File: config.mk
export PLATFORM = sky130hd
export DESIGN_NAME = lfu_replace_ctrl
export DESIGN_NICKNAME = d
export VERILOG_FILES = /design/src/rtl/lfu_pkg.sv /design/src/rtl/lfu_min_select.sv /design/src/rtl/lfu_replace_ctrl.sv
export SDC_FILE = /design/constraint.sdc
export NUM_CORES = 1
export LEC_CHECK = 0
export ABC_AREA = 0
export CORE_MARGIN = 3
export CORE_UTILIZATION = 50
export DETAILED_ROUTE_END_ITERATION = 12
export PLACE_DENSITY = 0.74
export SYNTH_ARGS = -nofsm -noshare
export SYNTH_HDL_FRONTEND = slang
export SYNTH_HIERARCHICAL = 1
export SYNTH_SLANG_ARGS = --single-unit
File: constraint.sdc
create_clock -name clk_i -period 10.05 [get_ports clk_i]
set_input_delay 2.5125 -clock clk_i [delete_from_list [all_inputs] [get_ports clk_i]]
set_output_delay 2.5125 -clock clk_i [all_outputs]
set_load 0.005 [all_outputs]
File: src/rtl/lfu_pkg.sv
// Shared types and helpers for the LFU replacement controller.
//   lfu_state_t   : controller FSM states (idle / evaluate / update)
//   Lfu*          : default geometry (ways, counter width, number of sets)
//   onehot_lowest : keeps only the lowest set bit of a vector
package lfu_pkg;

  typedef enum logic [1:0] {
    StIdle,
    StEval,
    StUpdate
  } lfu_state_t;

  localparam int unsigned LfuWays    = 4;
  localparam int unsigned LfuCntW    = 4;
  localparam int unsigned LfuNumSets = 4;

  // Two's-complement trick: v & -v isolates the least significant set bit.
  function automatic logic [31:0] onehot_lowest(input logic [31:0] v);
    return v & (~v + 32'd1);
  endfunction

endpackage

File: src/rtl/lfu_min_select.sv
// Combinational minimum finder over one set's frequency counters.
// Ports:
//   cnt_i     : WAYS packed counters, way0 in the LSBs
//   min_sel_o : one-hot way holding the smallest counter; ties go to the lowest index
module lfu_min_select #(
  parameter int unsigned WAYS  = 4,
  parameter int unsigned CNT_W = 4
) (
  input  logic [WAYS-1:0][CNT_W-1:0] cnt_i,
  output logic [WAYS-1:0]            min_sel_o
);

  logic [CNT_W-1:0] min_val;
  int               min_idx;

  always_comb begin
    min_val = cnt_i[0];
    min_idx = 0;
    // Strict less-than keeps the earlier (lower) index on ties.
    for (int w = 1; w < WAYS; w++) begin
      if (cnt_i[w] < min_val) begin
        min_val = cnt_i[w];
        min_idx = w;
      end
    end
    min_sel_o = '0;
    for (int w = 0; w < WAYS; w++) begin
      min_sel_o[w] = (w == min_idx);
    end
  end

endmodule

File: src/rtl/lfu_replace_ctrl.sv
// Per-set LFU replacement controller. One access report is handled every three
// cycles: IDLE accepts, EVAL finds the least-used way, UPDATE writes counters and
// pulses the response.
// Ports:
//   clk_i, reset_i            : clock, synchronous active-high reset
//   req_valid_i / req_ready_o : access report handshake
//   req_set_i, req_hit_i      : set index and hit(1)/miss(0)
//   req_way_i                 : one-hot hit way (lowest set bit used if not one-hot)
//   flush_i                   : clear every counter (honoured only in IDLE)
//   resp_valid_o              : one-cycle pulse qualifying resp_way_sel_o
//   resp_way_sel_o            : hit way on a hit, victim way on a miss
//   dbg_set_i / dbg_counts_o  : combinational counter read, way0 in the LSBs
// Build option: define LFU_AGING_EN to halve the whole set when a hit finds its
// counter already saturated, instead of simply saturating.
module lfu_replace_ctrl
  import lfu_pkg::*;
#(
  parameter int unsigned WAYS     = LfuWays,
  parameter int unsigned CNT_W    = LfuCntW,
  parameter int unsigned NUM_SETS = LfuNumSets,
  localparam int unsigned SetW    = (NUM_SETS > 1) ? $clog2(NUM_SETS) : 1
) (
  input  logic                  clk_i,
  input  logic                  reset_i,
  input  logic                  req_valid_i,
  output logic                  req_ready_o,
  input  logic [SetW-1:0]       req_set_i,
  input  logic                  req_hit_i,
  input  logic [WAYS-1:0]       req_way_i,
  input  logic                  flush_i,
  output logic                  resp_valid_o,
  output logic [WAYS-1:0]       resp_way_sel_o,
  input  logic [SetW-1:0]       dbg_set_i,
  output logic [WAYS*CNT_W-1:0] dbg_counts_o
);

  typedef logic [WAYS-1:0][CNT_W-1:0] row_t;

  localparam logic [CNT_W-1:0] CntMax = '1;
  localparam logic [CNT_W-1:0] CntOne = CNT_W'(1);

  lfu_state_t      state_q;
  row_t            cnt_q [NUM_SETS];
  logic [SetW-1:0] set_q;
  logic            hit_q;
  logic [WAYS-1:0] way_q;
  logic [WAYS-1:0] sel_q;
  logic            resp_valid_q;

  row_t            cur_row;
  row_t            upd_row;
  logic [WAYS-1:0] min_sel;

  assign cur_row = cnt_q[set_q];

  lfu_min_select #(
    .WAYS  (WAYS),
    .CNT_W (CNT_W)
  ) u_min_select (
    .cnt_i     (cur_row),
    .min_sel_o (min_sel)
  );

  // New counter row for the latched set; sel_q holds the victim during UPDATE.
  always_comb begin
    upd_row = cur_row;
    if (hit_q) begin
      for (int w = 0; w < WAYS; w++) begin
        if (way_q[w]) begin
          if (cur_row[w] != CntMax) begin
            upd_row[w] = cur_row[w] + 1'b1;
          end
`ifdef LFU_AGING_EN
          else begin
            for (int v = 0; v < WAYS; v++) begin
              upd_row[v] = cur_row[v] >> 1;
            end
            upd_row[w] = (CntMax >> 1) + 1'b1;
          end
`endif
        end
      end
    end else begin
      for (int w = 0; w < WAYS; w++) begin
        if (sel_q[w]) begin
          upd_row[w] = CntOne;
        end
      end
    end
  end

  always_ff @(posedge clk_i) begin
    if (reset_i) begin
      state_q      <= StIdle;
      set_q        <= '0;
      hit_q        <= 1'b0;
      way_q        <= '0;
      sel_q        <= '0;
      resp_valid_q <= 1'b0;
      for (int unsigned s = 0; s < NUM_SETS; s++) begin
        cnt_q[s] <= '0;
      end
    end else begin
      unique case (state_q)
        StIdle: begin
          if (flush_i) begin
            for (int unsigned s = 0; s < NUM_SETS; s++) begin
              cnt_q[s] <= '0;
            end
          end else if (req_valid_i) begin
            set_q   <= req_set_i;
            hit_q   <= req_hit_i;
            way_q   <= WAYS'(onehot_lowest(32'(req_way_i)));
            state_q <= StEval;
          end
        end
        StEval: begin
          sel_q        <= hit_q ? way_q : min_sel;
          resp_valid_q <= 1'b1;
          state_q      <= StUpdate;
        end
        StUpdate: begin
          cnt_q[set_q] <= upd_row;
          sel_q        <= '0;
          resp_valid_q <= 1'b0;
          state_q      <= StIdle;
        end
        default: state_q <= StIdle;
      endcase
    end
  end

  // Flush takes the IDLE cycle, so a report offered alongside it must be refused.
  assign req_ready_o    = (state_q == StIdle) && !flush_i;
  assign resp_valid_o   = resp_valid_q;
  assign resp_way_sel_o = sel_q;
  assign dbg_counts_o   = cnt_q[dbg_set_i];

endmodule

==> impl_results.md <==
- Iteration-0 DRC Markers: between 200 and 300
- Tcrit/Tclk final: 0.697
- Pleak: 1.97 nW
- CTS tree: built
- Pwr/cell area: 195 mW/mm2
- Setup slack at placement: 3070 ps
- Number of synthesized flops with an enable pin: 64
- Final setup viols: 0
- Sequential share of the synthesized area: 0.468
- CP Max Fanout: 16
- I/O pin count: 35
- Final net count: between 400 and 500
- Synth cell count leaders: edfxtp_1 (64), nor2_1 (60), mux4_2 (22), nor3_1 (22), mux2i_1 (20)
- CTS Buf Count: 9
- Slew Viols, Final: 0
- Cells after synthesis: a little under 400
- Die X: 104 um
- Clock skew: 13.1 ps
- H-tree depth: 3
- Count of final hold-check violations: 0
- RSZ-0062 raised after global routing: no
- Area added between synthesis and finish: 12.9%
- Status: completed
- Clock transition at path regs: 80 ps
- Top FF cell, synth: edfxtp_1
- Hold Crit Class: flip-flop to flip-flop
- Max-Cap Viols: 0
- GRT Util Overall: 0.224
- VDD IR max: 0.0901 mV
- Fill count: 776
- Hold_buf cts: 0
- Flops & latches, synth: 80
- Most numerous cell in the Yosys netlist: edfxtp_1
- Starting Density: 0.516
- Final worst slack: roughly 3100 ps
- Later-pin clock latency in the skew report: 360 ps
- Arr. time, crit path: 4490 ps
- Vias/cell: around 6.2
- Slew headroom: 0.262
- Layout cells sized above 1: 0.134
- Longest Clk Path Bufs: 2
- N_diodes: 0
- Post-CTS Setup Bufs: 0
- 1st-pass router iterations: 5
- Netlist Area Pre-Place: 0.00479 mm2
- GP Congestion: ~0.9
- Post-route minimum period: ~7000 ps
- Top cell type's share of synthesized area: 0.401
- Area contributors post-synth: edfxtp_1 (40%), mux4_2 (10%), dfxtp_1 (6.7%), mux4_1 (5.5%), ha_1 (5.0%)
- Vias in the first global route: roughly 3,500
- Post-CTS Resized: 0
- First-pass GRT wire length: 18,900 um
- F_max: 143 MHz
- Core Footprint: between 0.009 and 0.01 mm2
- Worst-Margin Slew: 1100 ps
- Total negative slack: 0 ps
- Final ANT Viol Nets: 0
- IO Port Bufs: 34
- Syn. warnings: 6
- Largest net degree at the start of global routing: 33
- Syn nets: 424
- WS Path Type: primary input to output port
- Final Power: about 1.1 mW
- Final worst hold slack: around 500 ps
- Die area: 0.0108 mm2
- GRT overflow: 0
- Antenna violations before repair: 0
- FP Rows: 35
- # clock sinks: 80
- Synth Area per Inst: 12.2 um2
- Largest area contributor in the netlist: edfxtp_1
- Required time worst endpoint: ~7500 ps
- Unique masters post-synth: 50
- Routed len/inst: 21.1 um
- Post-synth ARST share: 0
- Critical path launch point type: primary input
- Crit end category: output port
- Drt total wl: around 12,000 um
- Vias: 3,448
- Root Driver: clkbuf_8
- Drt drc: 0
- Die H: 104 um
- DP HPWL: between 7000 and 8000 um
[cell families after synthesis]
| logic type | after synthesis | synth area share |
|---|---|---|
| and+or+nand+nor | 140 | 0.144 |
| AOI/OAI and AO/OA | 57 | 0.0895 |
| DFF | 80 | 0.468 |
| muxes | 57 | 0.213 |
| adders and majority gates | 19 | 0.0496 |
| buffers and inverters | 39 | 0.0363 |
[sequential cells by signal, summed over array words and instances (netlist names), named ones only]
name / cells
cnt_q: 64
hit_q: 1
resp_valid_o: 1
resp_way_sel_o: 4
set_q: 2
state_q: 2
way_q: 4
[power by group]
part	switching [mW]	internal (mW)	total [mW]	leakage, nW
Clock	0.122	0.115	0.236	0.0949
Sequential	0.0284	0.408	0.436	0.827
Combinational	0.206	0.174	0.380	1.05
Total	0.356	0.697	1.05	1.97
[path summary, 6_finish.rpt]
| path | from | to | slack (ps) | cells past startpoint |
|---|---|---|---|---|
| max | dbg_set_i[1] | dbg_counts_o[11] | 3050 | 3 |
| min | resp_valid_o$_SDFFE_PP0P_ | resp_valid_o$_SDFFE_PP0P_ | 500 | 2 |
| max reg2reg | flip-flop | resp_way_sel_o[0]$_SDFFE_PP0P_ | 4410 | 22 |
| min reg2reg | resp_valid_o$_SDFFE_PP0P_ | resp_valid_o$_SDFFE_PP0P_ | 500 | 2 |
[cell usage in the layout (no fill, tap or decap), types with 4 or more instances in the layout]
| master | count |
|---|---|
| o21ai_0 | 5 |
| nand2_1 | 16 |
| edfxtp_1 | 64 |
| dfxtp_1 | 16 |
| a21oi_1 | 18 |
| clkdlybuf4s50_1 | 34 |
| nand4_1 | 7 |
| clkbuf_8 | 9 |
| nor3_1 | 22 |
| ha_1 | 19 |
| a21o_1 | 6 |
| mux4_2 | 22 |
| nor3b_1 | 5 |
| nor2_1 | 60 |
| buf_4 | 4 |
| mux4_1 | 10 |
| inv_1 | 17 |
| nand2b_1 | 8 |
| nand3_1 | 7 |
| mux2i_1 | 20 |
[stage by stage]
stage | area (um2) | utilization | cells
after detailed placement | 5220 | 0.562 | 537
after floorplan | 4790 | - | 392
after global routing | 5410 | 0.583 | 553
after CTS | 5410 | 0.583 | 553
after global placement | 5220 | 0.562 | 537
final | 5410 | 0.583 | 553
[routing by layer]
metal / wire (um) / GRT usage / vias to the layer above / part of all wire
met2: 5690 / 0.365 / 135 / 0.49
met1: 5020 / 0.303 / 1729 / 0.43
li1: - / - / 1561 / -
met3: 649 / 0.0379 / 23 / 0.056
met4: 297 / 0.0826 / 0 / 0.025
met5: 0 / 0 / - / 0
[worst max-delay path, cell delays in order]
cell             delay [ps]
clkdlybuf4s50_1        1060
mux4_2                  420
clkdlybuf4s50_1         480
[area by class of cell]
type	count	area [um2]	share of cell area
clock buffer	9	124	0.0229
clock inverter	7	71.3	0.0132
inverter	17	63.8	0.0118
multi-input combinational	273	2380	0.439
sequential	80	2240	0.414
tap	129	161	0.0298
timing repair buffer	38	370	0.0685
No activity file was read; power rests on OpenSTA's default activity.
==> patch 1 (same settings) <==
Encoding of `lfu_state_t`: now one-hot (3 bits for 3 states).
--- a/src/rtl/lfu_pkg.sv
+++ b/src/rtl/lfu_pkg.sv
@@ -5,8 +5,8 @@
 package lfu_pkg;
 
-  typedef enum logic [1:0] {
-    StIdle,
-    StEval,
-    StUpdate
+  typedef enum logic [2:0] {
+    StIdle   = 3'b001,
+    StEval   = 3'b010,
+    StUpdate = 3'b100
   } lfu_state_t;
 
Behaviour: same outputs for any inputs over 4 cycles, from zero or initial values and one cycle with reset_i high; so few cycles prove little.
==> patch 1 against the original RTL <==
Wire length down 5.4%. Sequential cell count up 1. Final area up 1.5%. Synthesized area grew 1.9%. Clock skew about the same. Critical endpoint is now dbg_counts_o[5]. Highest routed layer unchanged. Largest cell class unchanged. Worst setup slack improved by 0.0079 ns.
Power is not compared: it rests on default switching activity, and its combinational part moved more than twofold at a synthesized area within 25%.
==> patch 1: results (changes against the original RTL) <==
multi-input logic portion of the cell area -> 44.1% (was 43.9%)
number of global-route vias before repair -> 3,463 (was 3,469)
synth top area cells -> edfxtp_1 (39%), mux4_2 (14%), dfxtp_1 (7.0%), nor2_1 (4.5%), ha_1 (3.8%) (was edfxtp_1 (40%), mux4_2 (10%), dfxtp_1 (6.7%), mux4_1 (5.5%), ha_1 (5.0%))
Signal inverters -> 18 (was 17)
synthesized-area fraction occupied by adder cells -> 3.84% (was 4.96%)
First-pass DRT Iterations -> 4 (was 5)
Nets -> 468 (was 451)
status -> complete, no violations (unchanged)
dpl hpwl -> 7250 µm (was 7900 µm)
share of cells above drive strength 1 -> 14.6% (was 13.4%)
Worst slew margin -> 30.1% (was 26.2%)
Commonest cells post-synth -> edfxtp_1 (64), nor2_1 (59), mux4_2 (30) (was edfxtp_1 (64), nor2_1 (60), mux4_2 (22), nor3_1 (22), mux2i_1 (20))
global-route wire length before repair -> 18,200 µm (was 18,900 µm)
sequential area share after synthesis -> 46.3% (was 46.8%)
drt first-iter violations -> 281 (was 285)
GRT Total Usage -> 21.2% (was 22.4%)
Max Clock Skew -> 0.0131 ns (about the same)
XOR/XNOR Fraction of Synth Area -> 0.538% (was 0%)
Clock-cell share -> 3.74% (was 3.61%)
largest net degree at the start of global routing -> 42 (was 33)
Reg2Reg Depth -> 20 (was 22)
Core Region -> 9370 µm² (was 9280 µm²)
gp weighted congestion -> 0.945 (was 0.918)
mux cell area share after synthesis -> 17.9% (was 21.3%)
drt wl/cell -> 19.2 µm (was 21.1 µm)
sequential cell area share -> 41.2% (was 41.4%)
non-clk buf share -> 6.75% (was 6.85%)
## patch 1: path summary, 6_finish.rpt
path	from	end	slack, ns
min reg2reg	resp_valid_o	resp_valid_o	0.50
max reg2reg	flop	resp_way_sel_o[1]	4.16
min	resp_valid_o	resp_valid_o	0.50
max	dbg_set_i[1]	dbg_counts_o[5]	3.06
## patch 1: power groups by stage
stage | sequential, mW | clock [mW] | combinational (mW)
2_1_floorplan | 0.391 | 0 | 0.120
3_3_place_gp | 0.395 | 0 | 0.157
3_5_place_dp | 0.396 | 0 | 0.160
4_1_cts | 0.388 | 0.248 | 0.161
5_1_grt | 0.391 | 0.261 | 0.178
6_report | 0.388 | 0.244 | 0.161
## patch 1: per-layer routing
layer | vias up | part of all wire [%] | wire length (µm) | global-route usage (%)
met3 | 22 | 7.2 | 792 | 3.64
met5 | - | 0 | 0 | 0
met4 | 0 | 2.0 | 221 | 8.06
met1 | 1731 | 43 | 4720 | 29.0
met2 | 128 | 48 | 5290 | 34.0
li1 | 1649 | - | - | -
## patch 1: cells by family after synthesis
family | after synthesis
AO/OA/AOI/OAI | 78
AND/OR/NAND/NOR | 151
buffers and inverters | 45
multiplexers | 45
XOR/XNOR | 3
adder cells (fa/ha/maj) | 15
flip-flops | 81
## patch 1: worst max-delay path: stages
cell and delay [ns]:
clkdlybuf4s50_1 1.05, mux4_2 0.43, clkdlybuf4s50_1 0.47
## patch 1: stage by stage
stage / utilization (%) / std cells / hold slack (ns)
2_1_floorplan: - / 418 / 0.477
3_3_place_gp: 56.4 / 558 / 0.474
3_5_place_dp: 56.4 / 558 / 0.485
4_1_cts: 58.6 / 574 / 0.496
5_1_grt: 58.6 / 574 / 0.536
6_report: 58.6 / 574 / 0.495
==> patch 2 (same flow settings) <==
Without the edit above. Add a define of `LFU_AGING_EN`.
--- a/src/rtl/lfu_replace_ctrl.sv
+++ b/src/rtl/lfu_replace_ctrl.sv
@@ -13,4 +13,6 @@
 // Build option: define LFU_AGING_EN to halve the whole set when a hit finds its
 // counter already saturated, instead of simply saturating.
+`define LFU_AGING_EN
+
 module lfu_replace_ctrl
   import lfu_pkg::*;
Behaviour: no difference found for any inputs over 4 cycles, from zero or initial values and one cycle with reset_i high; that may be too few to reach the edited logic, so the function may still have changed.
==> patch 2 against the original RTL <==
Synthesized area rose by 6.6%. Total power fell by 2.6%. Synthesized cell count rose by 14%. Sequential power fell by 4%. Sequential share of layout area fell by 2.2 points. Critical path depth did not move. Worst setup slack improved by 0.072 ns. Final area rose by 5.5%. Wire length rose by 1.0%. Final cell count rose by 9.0%. Sequential cell count did not move. Largest cell class unchanged.
==> patch 2: results (changes against the original RTL) <==
status -> complete, no violations (unchanged)
max incr delay on CP -> 1.00 ns (was 1.06 ns)
gp weighted congestion -> 0.963 (was 0.918)
global-route wire length before repair -> 19,700 µm (was 18,900 µm)
P_sw -> 332 µW (was 356 µW)
GRT Total Usage -> 22.3% (was 22.4%)
Distinct cells, synth -> 76 (was 50)
CP arrival -> 4.41 ns (was 4.49 ns)
Worst Tran Pin Value -> 0.946 ns (was 1.10 ns)
Max Clock Skew -> 0.0140 ns (was 0.0131 ns)
Mapped Area -> 5110 µm² (was 4790 µm²)
FF-to-FF setup slack -> 4.47 ns (was 4.41 ns)
Switching Fraction -> 32.3% (was 33.8%)
Seq. pwr -> 419 µW (was 436 µW)
synth top area cells -> edfxtp_1 (38%), mux4_2 (14%), dfxtp_1 (6.3%), nor2_1 (5.3%), ha_1 (4.7%) (was edfxtp_1 (40%), mux4_2 (10%), dfxtp_1 (6.7%), mux4_1 (5.5%), ha_1 (5.0%))
Max IR drop VDD -> 0.0958 mV (was 0.0901 mV)
dpl cells -> 587 (was 537)
fin cells -> 603 (was 553)
number of global-route vias before repair -> 3,741 (was 3,469)
drt total wl -> 11,800 µm (was 11,700 µm)
Vias/cell -> 6.12 (was 6.24)
Commonest cells post-synth -> nor2_1 (72), edfxtp_1 (64), mux4_2 (31) (was edfxtp_1 (64), nor2_1 (60), mux4_2 (22), nor3_1 (22), mux2i_1 (20))
P_clk -> 262 µW (was 236 µW)
dpl hpwl -> 8020 µm (was 7900 µm)
Net Count, Synth -> 477 (was 424)
sequential area share after synthesis -> 43.9% (was 46.8%)
[patch 2: cell types whose count changed after synthesis, moves of 5 or more]
cell / change
nand2_1: +8
a21oi_1: +5
nor2_1: +12
nand4_1: -6
mux4_1: -10
mux4_2: +9
[patch 2: kinds of logic after synthesis]
| logic type | Yosys count | synth area share (%) |
|---|---|---|
| AOI/OAI and AO/OA | 83 | 12.6 |
| and+or+nand+nor | 168 | 17.0 |
| DFF | 80 | 43.9 |
| xor gates and xnor gates | 1 | 0.172 |
| buffers and inverters | 44 | 4.04 |
| adders and majority gates | 19 | 4.65 |
| muxes | 50 | 17.7 |
[patch 2: final timing paths]
check | from | cells after the start | end
worst max-delay path | dbg_set_i[1] | 3 | dbg_counts_o[13]
worst min-delay path | resp_valid_o | 2 | resp_valid_o
worst max register to register | flop | 21 | resp_way_sel_o[0]
worst min register to register | resp_valid_o | 2 | resp_valid_o
[patch 2: routing by layer]
layer	track usage, %	wire (µm)	vias up
li1	-	-	1742
met1	29.9	5010	1820
met3	3.73	570	13
met5	0	0	-
met2	36.8	6010	115
met4	7.58	177	0
[patch 2: stage by stage]
stage | worst slack (ns) | util [%] | area (µm²)
after floorplan | 3.53 | - | 5110
final | 3.12 | 57.9 | 5710
after CTS | 3.10 | 57.9 | 5710
after global placement | 3.14 | 55.7 | 5490
after global routing | 3.03 | 57.9 | 5710
after detailed placement | 3.10 | 55.7 | 5490
[patch 2: cell type report]
type / instances / area, µm²
well taps: 133 / 166
clock inverters: 5 / 81.3
repair buffers: 38 / 370
inverters: 15 / 56.3
flip-flops and latches: 80 / 2240
fillers: 812 / 4160
multi-input cells: 321 / 2660
clock buffers: 11 / 131
[patch 2: critical path: cells and delay by family]
kind | cells | cell delay, ns
buffers and inverters | 2 | 1.48
multiplexers | 1 | 0.42
